<file path="src/rtl/bits_please_pkg.sv">
// rtl/bits_please_pkg.sv - shared types, counter sizing helper and consumer indices for button_shaper_router
package bits_please_pkg;

    typedef enum logic [1:0] {
        IDLE       = 2'd0,
        PRESS_DB   = 2'd1,
        HELD       = 2'd2,
        RELEASE_DB = 2'd3
    } btn_state_t;

    localparam int DEST_PROC  = 0;
    localparam int DEST_GAME  = 1;
    localparam int DEST_SCORE = 2;

    function automatic int max3(input int a, input int b, input int c);
        int m;
        m = (a > b) ? a : b;
        return (m > c) ? m : c;
    endfunction

    // Bits needed to hold any of the three terminal counts without wrapping.
    function automatic int cnt_width(input int a, input int b, input int c);
        return $clog2(max3(a, b, c) + 1);
    endfunction

endpackage

</file>
<file path="src/rtl/button_debounce_channel.sv">
// rtl/button_debounce_channel.sv - one button: synchroniser, debounce FSM, press pulse; auto-repeat under BUTTON_AUTO_REPEAT_EN
module button_debounce_channel
    import bits_please_pkg::*;
#(
    parameter int DEBOUNCE_CYCLES = 250000,
    parameter bit BTN_ACTIVE_LOW  = 1'b1,
    parameter int HOLD_CYCLES     = 25000000,
    parameter int REPEAT_CYCLES   = 5000000
) (
    input  logic clk,
    input  logic rst,
    input  logic btn_raw,
    output logic level,
    output logic fire,
    output logic pulse
);

    localparam int            CW       = cnt_width(DEBOUNCE_CYCLES, HOLD_CYCLES, REPEAT_CYCLES);
    localparam logic [CW-1:0] DB_LAST  = CW'(DEBOUNCE_CYCLES - 1);
    localparam logic [CW-1:0] CNT_MAX  = '1;
    localparam logic          RAW_IDLE = BTN_ACTIVE_LOW;

    logic [1:0]    sync_q;
    logic          s;
    btn_state_t    state_q;
    btn_state_t    state_d;
    logic [CW-1:0] cnt_q;
    logic [CW-1:0] cnt_d;
    logic [CW-1:0] cnt_inc;
    logic          pulse_q;
    logic          press_accept;
    logic          rpt_hit;

    always_ff @(posedge clk or negedge rst) begin
        if (!rst) begin
            sync_q <= {2{RAW_IDLE}};
        end else begin
            sync_q <= {sync_q[0], btn_raw};
        end
    end

    // s is 1 while pressed regardless of pin polarity.
    assign s       = sync_q[1] ^ RAW_IDLE;
    assign cnt_inc = (cnt_q == CNT_MAX) ? cnt_q : cnt_q + 1'b1;

    always_ff @(posedge clk or negedge rst) begin
        if (!rst) begin
            state_q <= IDLE;
            cnt_q   <= '0;
            pulse_q <= 1'b0;
        end else begin
            state_q <= state_d;
            cnt_q   <= cnt_d;
            pulse_q <= fire;
        end
    end

    always_comb begin
        state_d = state_q;
        cnt_d   = cnt_q;
        case (state_q)
            IDLE: begin
                if (s) begin
                    state_d = PRESS_DB;
                    cnt_d   = CW'(1);
                end
            end
            PRESS_DB: begin
                if (!s) begin
                    state_d = IDLE;
                    cnt_d   = '0;
                end else if (cnt_q >= DB_LAST) begin
                    state_d = HELD;
                    cnt_d   = '0;
                end else begin
                    cnt_d = cnt_inc;
                end
            end
            HELD: begin
                if (!s) begin
                    state_d = RELEASE_DB;
                    cnt_d   = CW'(1);
                end
            end
            RELEASE_DB: begin
                if (s) begin
                    state_d = HELD;
                    cnt_d   = '0;
                end else if (cnt_q >= DB_LAST) begin
                    state_d = IDLE;
                    cnt_d   = '0;
                end else begin
                    cnt_d = cnt_inc;
                end
            end
            default: begin
                state_d = IDLE;
                cnt_d   = '0;
            end
        endcase
    end

    always_comb begin
        press_accept = (state_q == PRESS_DB) && (state_d == HELD);
        level        = (state_q == HELD) || (state_q == RELEASE_DB);
        fire         = press_accept || rpt_hit;
    end

`ifdef BUTTON_AUTO_REPEAT_EN
    localparam logic [CW-1:0] HOLD_TC = CW'(HOLD_CYCLES);
    localparam logic [CW-1:0] REP_TC  = CW'(REPEAT_CYCLES);

    logic [CW-1:0] rcnt_q;
    logic          rep_phase_q;

    // rcnt only advances in HELD, so a release bounce freezes the timer in place.
    assign rpt_hit = (state_q == HELD) && (rcnt_q == (rep_phase_q ? REP_TC : HOLD_TC));

    always_ff @(posedge clk or negedge rst) begin
        if (!rst) begin
            rcnt_q      <= '0;
            rep_phase_q <= 1'b0;
        end else if (press_accept) begin
            rcnt_q      <= CW'(1);
            rep_phase_q <= 1'b0;
        end else if (state_d == IDLE) begin
            rcnt_q      <= '0;
            rep_phase_q <= 1'b0;
        end else if (state_q == HELD) begin
            if (rpt_hit) begin
                rcnt_q      <= CW'(1);
                rep_phase_q <= 1'b1;
            end else if (rcnt_q != CNT_MAX) begin
                rcnt_q <= rcnt_q + 1'b1;
            end
        end
    end
`else
    assign rpt_hit = 1'b0;
`endif

    assign pulse = pulse_q;

endmodule

</file>
<file path="src/rtl/button_shaper_router.sv">
// rtl/button_shaper_router.sv - debounced button pulses routed to a consumer latched at pulse time; BUTTON_AUTO_REPEAT_EN adds auto-repeat
module button_shaper_router
    import bits_please_pkg::*;
#(
    parameter int NUM_BTNS        = 3,
    parameter int NUM_DEST        = 3,
    parameter int SEL_W           = 2,
    parameter int DEBOUNCE_CYCLES = 250000,
    parameter bit BTN_ACTIVE_LOW  = 1'b1,
    parameter int HOLD_CYCLES     = 25000000,
    parameter int REPEAT_CYCLES   = 5000000
) (
    input  logic                         clk,
    input  logic                         rst,
    input  logic [NUM_BTNS-1:0]          btn_raw,
    input  logic [SEL_W-1:0]             dest_sel,
    output logic [NUM_BTNS-1:0]          btn_level,
    output logic [NUM_DEST*NUM_BTNS-1:0] btn_pulse,
    output logic                         drop_strobe
);

    localparam logic [SEL_W:0] DEST_LIMIT = (SEL_W+1)'(NUM_DEST);

    logic [NUM_BTNS-1:0]            fire;
    logic [NUM_BTNS-1:0]            pulse;
    logic [NUM_BTNS-1:0]            sel_bad;
    logic [NUM_BTNS-1:0][SEL_W-1:0] sel_q;

    // Destination is captured on the same edge that registers the pulse,
    // so a later dest_sel change cannot move or duplicate it.
    always_ff @(posedge clk or negedge rst) begin
        if (!rst) begin
            sel_q <= '0;
        end else begin
            for (int b = 0; b < NUM_BTNS; b++) begin
                if (fire[b]) begin
                    sel_q[b] <= dest_sel;
                end
            end
        end
    end

    for (genvar b = 0; b < NUM_BTNS; b++) begin : g_btn
        button_debounce_channel #(
            .DEBOUNCE_CYCLES (DEBOUNCE_CYCLES),
            .BTN_ACTIVE_LOW  (BTN_ACTIVE_LOW),
            .HOLD_CYCLES     (HOLD_CYCLES),
            .REPEAT_CYCLES   (REPEAT_CYCLES)
        ) u_chan (
            .clk     (clk),
            .rst     (rst),
            .btn_raw (btn_raw[b]),
            .level   (btn_level[b]),
            .fire    (fire[b]),
            .pulse   (pulse[b])
        );

        assign sel_bad[b] = ({1'b0, sel_q[b]} >= DEST_LIMIT);

        for (genvar d = 0; d < NUM_DEST; d++) begin : g_dest
            assign btn_pulse[d*NUM_BTNS+b] = pulse[b] && (sel_q[b] == SEL_W'(d));
        end
    end

    assign drop_strobe = |(pulse & sel_bad);

endmodule

</file>
<file path="config.mk">
export PLATFORM = sky130hd
export DESIGN_NAME = button_shaper_router
export DESIGN_NICKNAME = d
export VERILOG_FILES = /design/src/rtl/bits_please_pkg.sv /design/src/rtl/button_debounce_channel.sv /design/src/rtl/button_shaper_router.sv
export SDC_FILE = /design/constraint.sdc
export NUM_CORES = 1
export LEC_CHECK = 0
export CAP_MARGIN = 20
export CORE_MARGIN = 5
export CORE_UTILIZATION = 45
export DETAILED_ROUTE_END_ITERATION = 8
export PLACE_DENSITY = 0.62
export SLEW_MARGIN = 20
export SYNTH_ARGS = -nofsm -noshare
export SYNTH_HDL_FRONTEND = slang
export SYNTH_HIERARCHICAL = 1
export SYNTH_SLANG_ARGS = --single-unit
</file>
<file path="constraint.sdc">
create_clock -name clk -period 2.5 [get_ports clk]
set_input_delay 0.5 -clock clk [delete_from_list [all_inputs] [get_ports clk]]
set_output_delay 0.5 -clock clk [all_outputs]
set_load 0.02 [all_outputs]
</file>
Word level (Yosys, flattened, before mapping). Cells that the tools add are included.

Register bits: 96. Bits of input ports: 7. Output and inout bits: 13. Logic and storage cells: 119.

$add $sub $neg: 3. $lt $le $gt $ge: 6. Eq/ne operators: 27. Muxes and demuxes: 42. Bitwise operators: 1. Reduce and logical (&&, ||, !) cells: 25.

Operators by type and width (number): two-way mux 25 bit (18); one-hot mux 25 bit (4 select lines) (3); adder 25 x 1 -> 25 bit (second input constant) (3); equality test 25 bit (second input constant) (3); greater-or-equal comparator 25 x 18 -> 1 bit (second input constant) (3); two-way mux 2 bit (18); equality test 2 bit (second input constant) (12); one-hot mux 2 bit (4 select lines) (3); equality test 2 x 1 -> 1 bit (second input constant) (6); logical AND 1 bit (12); zero test 2 bit (6); greater-or-equal comparator 2 bit (second input constant) (3); != test 2 x 1 -> 1 bit (second input constant) (3); != test 2 bit (second input constant) (3); AND reduction 2 bit (3); AND 3 bit (1); logical OR 1 bit (3); OR reduction 3 bit (1).

Depth between registers and ports, before layout. Gate-level depths: netlist (run 1).

Depth after elaboration: 6. Depth in mapped cells: 9. Depth with buffers taken out: 8.

By module. Netlist (run 1), hierarchy kept.

By module, submodules not included: button_debounce_channel (instances 3, cells an instance 159, area each 1525.2 sq um, sequential area each 753.2 sq um); button_shaper_router (instances 1, cells an instance 28, area each 309.0 sq um, sequential area each 150.1 sq um).

Worst setup path before layout (run 1). No wires, ideal clock.

Path kind: reg-to-reg. Start point: register g_btn[0].u_chan.cnt_q[8]. End point: register sel_q[0] (netlist bit). Library setup time: 0.128 ns. Arrival: 1.946 ns. Required time: 2.372 ns. Slack: 0.427 ns. Cell stages (with the launch flop): 8. Buffers on the path: 0. Clock period less this slack: 2.073 ns. Cells stage by stage: dfrtp_1 or4_4 nor2_1 o2111ai_2 nand2_1 nand2_1 nor3_1 mux2_1.

Cells in the longest elaborated chain, start to end: 6. Elaborated cells between the ends (all ways): 8. Those cells by class: 1 x order compare; 1 x eq/ne; 5 x mux; 1 x reduce/logical.

RTL lines: start: declaration (RTL line button_debounce_channel.sv:27) `logic [CW-1:0] cnt_q;`; start signal: assignment (RTL line button_debounce_channel.sv:53) `cnt_q <= cnt_d;`; greater-or-equal comparator 25 x 18 -> 1 bit * (RTL line button_debounce_channel.sv:72, button_debounce_channel.sv:89); two-way mux 2 bit (on tied branches) (RTL line button_debounce_channel.sv:89, button_debounce_channel.sv:72); two-way mux 2 bit (on tied branches) (RTL line button_debounce_channel.sv:86, button_debounce_channel.sv:69); one-hot mux 2 bit (4 select lines) * (RTL line button_debounce_channel.sv:61) `case (state_q)`; equality test 2 bit * (RTL line button_debounce_channel.sv:104) `press_accept = (state_q == PRESS_DB) && (state_d == HELD);`; logical AND 1 bit * (RTL line button_debounce_channel.sv:104); net fire[0] (RTL line button_shaper_router.sv:24) `logic [NUM_BTNS-1:0] fire;`; end signal: indexed assignment (RTL line button_shaper_router.sv:37) `sel_q[b] <= dest_sel;`; end: declaration (RTL line button_shaper_router.sv:27) `logic [NUM_BTNS-1:0][SEL_W-1:0] sel_q;`.

The timed path passes the listed nets; every way through them passes the cells marked *. A chain may end at the register's enable or synchronous reset.

Final worst setup path (run 1).
Start point: register g_btn[1].u_chan.cnt_q[4]. End point: register sel_q[3] (netlist bit).

Cells in the longest elaborated chain, start to end: 6. Elaborated cells between the ends (all ways): 8. Those cells by class: 1 x order compare; 1 x eq/ne; 5 x mux; 1 x reduce/logical.

RTL lines (RTL line): start: declaration (button_debounce_channel.sv:27); start signal: assignment (button_debounce_channel.sv:53); greater-or-equal comparator 25 x 18 -> 1 bit * (button_debounce_channel.sv:72, button_debounce_channel.sv:89); two-way mux 2 bit (on tied branches) (button_debounce_channel.sv:89, button_debounce_channel.sv:72); two-way mux 2 bit (on tied branches) (button_debounce_channel.sv:86, button_debounce_channel.sv:69); one-hot mux 2 bit (4 select lines) * (button_debounce_channel.sv:61); equality test 2 bit * (button_debounce_channel.sv:104); logical AND 1 bit * (button_debounce_channel.sv:104); net fire[1] (button_shaper_router.sv:24).

Marks and branches as above.

==> results.toml, run 1 <==
[worst_setup_path]
slowest_stage = "or4_4"
cp_cell_sequence = "or4_4, nor2_1, o2111ai_2, nand2_1, nand2_1, nor3_1, mux2_1"
critical-path-top-delay-family = "simple AND/OR/NAND/NOR gates"
cp_common_cell = "nand2_1"
path_max_fanout = 8
r2r_start = "g_btn[1].u_chan/cnt_q[4]"
worst-path-buf-inv = 0
arrival_ps = 2570
endpoint_kind = "flop"
crit_type = "reg -> reg"
critPathMaxStageDelay_ps = 510
critPathRequiredTime_ps = 2750
crit_path_start = "g_btn[1].u_chan/cnt_q[4]"
cp-start-kind = "flop"

[global_route]
grtUsageTotal_pct = 16.0
grt_pass1_wl_um = 17200
grt_max_degree = 97
antenna_found_initial = 0
grt_pass1_vias = 3642
grt_overflow_total = 0

[clock_network]
cts_tree = "yes"
cts-root-buf = "clkbuf_8"
cts_hold_buf = 0
cts.clk_slew.worst_paths_ps = 90
htree_levels = 3
clkLatencyLatePin_ps = 370
cts_setup_buffers = 0
clockBufferDepth = 2
cts_buffers = 9
cts_num_sinks = 96

[timing]
setup_slack_ps = 176
fmax_ghz = 0.430
grt_setup_unrepaired = "no"
timing.final.crit_share_pct = 93.0
worst_slew_pin_slew_ps = 523
hold_violations = 0
finalSetupViolCount = 0
fin_setup_tns_ps = 0
slew_viol_final = 0
slew_headroom_pct = 65.1
finClkSkew_ps = 14.1
period_minus_slack_ps = 2320

[synthesis]
netlist_area_um2 = 4880
ys_types = 41
synth_top_area_share_pct = 46.1
synthArstFlopShare_pct = 100
yosys.area_share.xor_xnor_pct = 1.08
synth.area.mux_share_pct = 2.00
synthAdderAreaFrac_pct = 0.768
syn-num-nets = 515
synthTopCellsByArea = "dfrtp_1 (46%), a21oi_1 (5.2%), and2_1 (3.8%)"
netlist_instances = 505
synthSimpleGateAreaFrac_pct = 24.1
synth_edf_count = 0
synth_top_family_by_area = "simple AND/OR/NAND/NOR gates"
synth.avg_cell_area_um2 = 9.67
synth_compound_gate_area_share_pct = 18.6
synth_top_area_cell = "dfrtp_1"
ys_ff_latch = 96
synth_ff_type = "dfrtp_1"
synth-seq-area-share_pct = 49.3
yosysWarningCount = 6

[pwr]
power.density_nw_per_um2 = 537
p_leak_nw = 2.36
ir_worst_vdd_v = 0.000397
power_w = 0.00292

[layout]
synthToLayoutAreaGrowth_pct = 11.3
n_fill_cell = 988
mostFrequentLayoutCell = "dfrtp_1"
n_antenna_cell = 0
fin_nets = 534
layout_common_cells = "dfrtp_1 (90), a21oi_1 (51), nor2_1 (39)"
layout-drive-gt1-share_pct = 9.07

[placement]
dp.final_hpwl_um = 6600
portBuffers = 19
place_worst_setup_slack_ps = 129
place_congestion = 0.816

[route]
route.vias.total = 3834
drt_iter0_markers = 268
drt_first_pass_iters = 6
drt-vias-per-instance = 5.73
drc = 0
drt-wirelength-per-cell_um = 14.8
drtAntennaViolNets = 0
routed_wl_um = 9880

[floorplan]
pin_count = 20
fp.coreArea_um2 = 10700
fp.dieW_um = 114
fp.dieH_um = 114
initial_core_util_pct = 45.5
dieArea_um2 = 13000
rows = 38

[job]
drv_cap = 0

[min_path]
hold_class = "in -> async"

[run_status]
outcome = "finished clean"
through the flow:
stage / instances / hold WS [ps] / util (%) / area, µm²
floorplan: 505 / 204 / - / 4880
global placement: 653 / 345 / 48.4 / 5200
detailed placement: 653 / 348 / 48.4 / 5200
CTS: 669 / 186 / 50.6 / 5430
global route: 669 / 206 / 50.6 / 5440
finish: 669 / 138 / 50.6 / 5440
per-layer routing:
metal  vias up  track usage (%)  part of all wire (%)
met3        10             3.75                   3.1
met4         0             4.83                   1.1
met1      1866             22.2                    50
met5         -                0                     0
met2        48             25.1                    46
li1       1910                -                     -
worst register-to-register path, stage by stage (launching register included):
cell and delay (ps):
dfrtp_1 460, or4_4 510, nor2_1 150, o2111ai_2 150, nand2_1 120, nand2_1 100, nor3_1 350, mux2_1 360
logic make-up (layout without fill, tap and decap cells):
logic type	Yosys count	in the layout
xor gates and xnor gates	6	6
adders and majority gates	3	3
buffers and inverters	33	57
DFF	96	96
and+or+nand+nor	214	214
muxes	9	9
AOI/OAI and AO/OA	144	144
Yosys cell counts, drive strengths merged, types with 12 or more instances:
cell type,n
nand3,22
o21ai,39
a31oi,18
and2,30
a21oi,51
and4,12
nor2,39
nand4,18
inv,12
nand2,36
buf,12
dfrtp,90
registers in the layout, indices dropped and copies added (netlist names):
signal                flops
g_btn.u_chan/sync_q       6
sel_q                     6
g_btn.u_chan/cnt_q       75
g_btn.u_chan/state_q      6
g_btn.u_chan/pulse        3
power breakdown:
part           internal (W)  switching, W  leakage [nW]
logic             0.0000561     0.0000982         0.947
clock network      0.000621      0.000545         0.113
registers           0.00158     0.0000247          1.30
total               0.00225      0.000668          2.36
worst paths after layout:
path                                                  end  slack, ps  cells after the start
worst max-delay path                             sel_q[3]        180                      7
worst min register to register  g_btn[1].u_chan/sync_q[1]        350                      0
max in group asynchronous       g_btn[2].u_chan/sync_q[1]       1910                      2
worst max register to register                   sel_q[3]        180                      7
min in group clk                g_btn[1].u_chan/sync_q[1]        350                      0
worst min-delay path             g_btn[1].u_chan/cnt_q[2]        140                      2
cell type report:
type                            instances  area [µm²]  area share (%)
Sequential cell                        96        2410            44.3
Multi-Input combinational cell        376        2280            41.9
Timing Repair Buffer                   29         300            5.52
Tap cell                              140         175            3.22
Clock buffer                           12         155            2.85
Clock inverter                          4        76.3            1.40
Inverter                               12        45.0           0.828
repair_timing:
| action | 4_1_cts | 5_1_grt |
|---|---|---|
| resized for setup | 0 | 1 |
| endpoints found under the hold margin | 0 | 0 |
| endpoints found under the setup margin | 0 | 2 |
No activity file was read; power rests on OpenSTA's default activity.
==> run 2, diff against run 1 <==
- SLEW_MARGIN: 20 -> default
==> results of run 2 <==
Same layout as run 1: the final DEF is identical, and so are final timing and power.
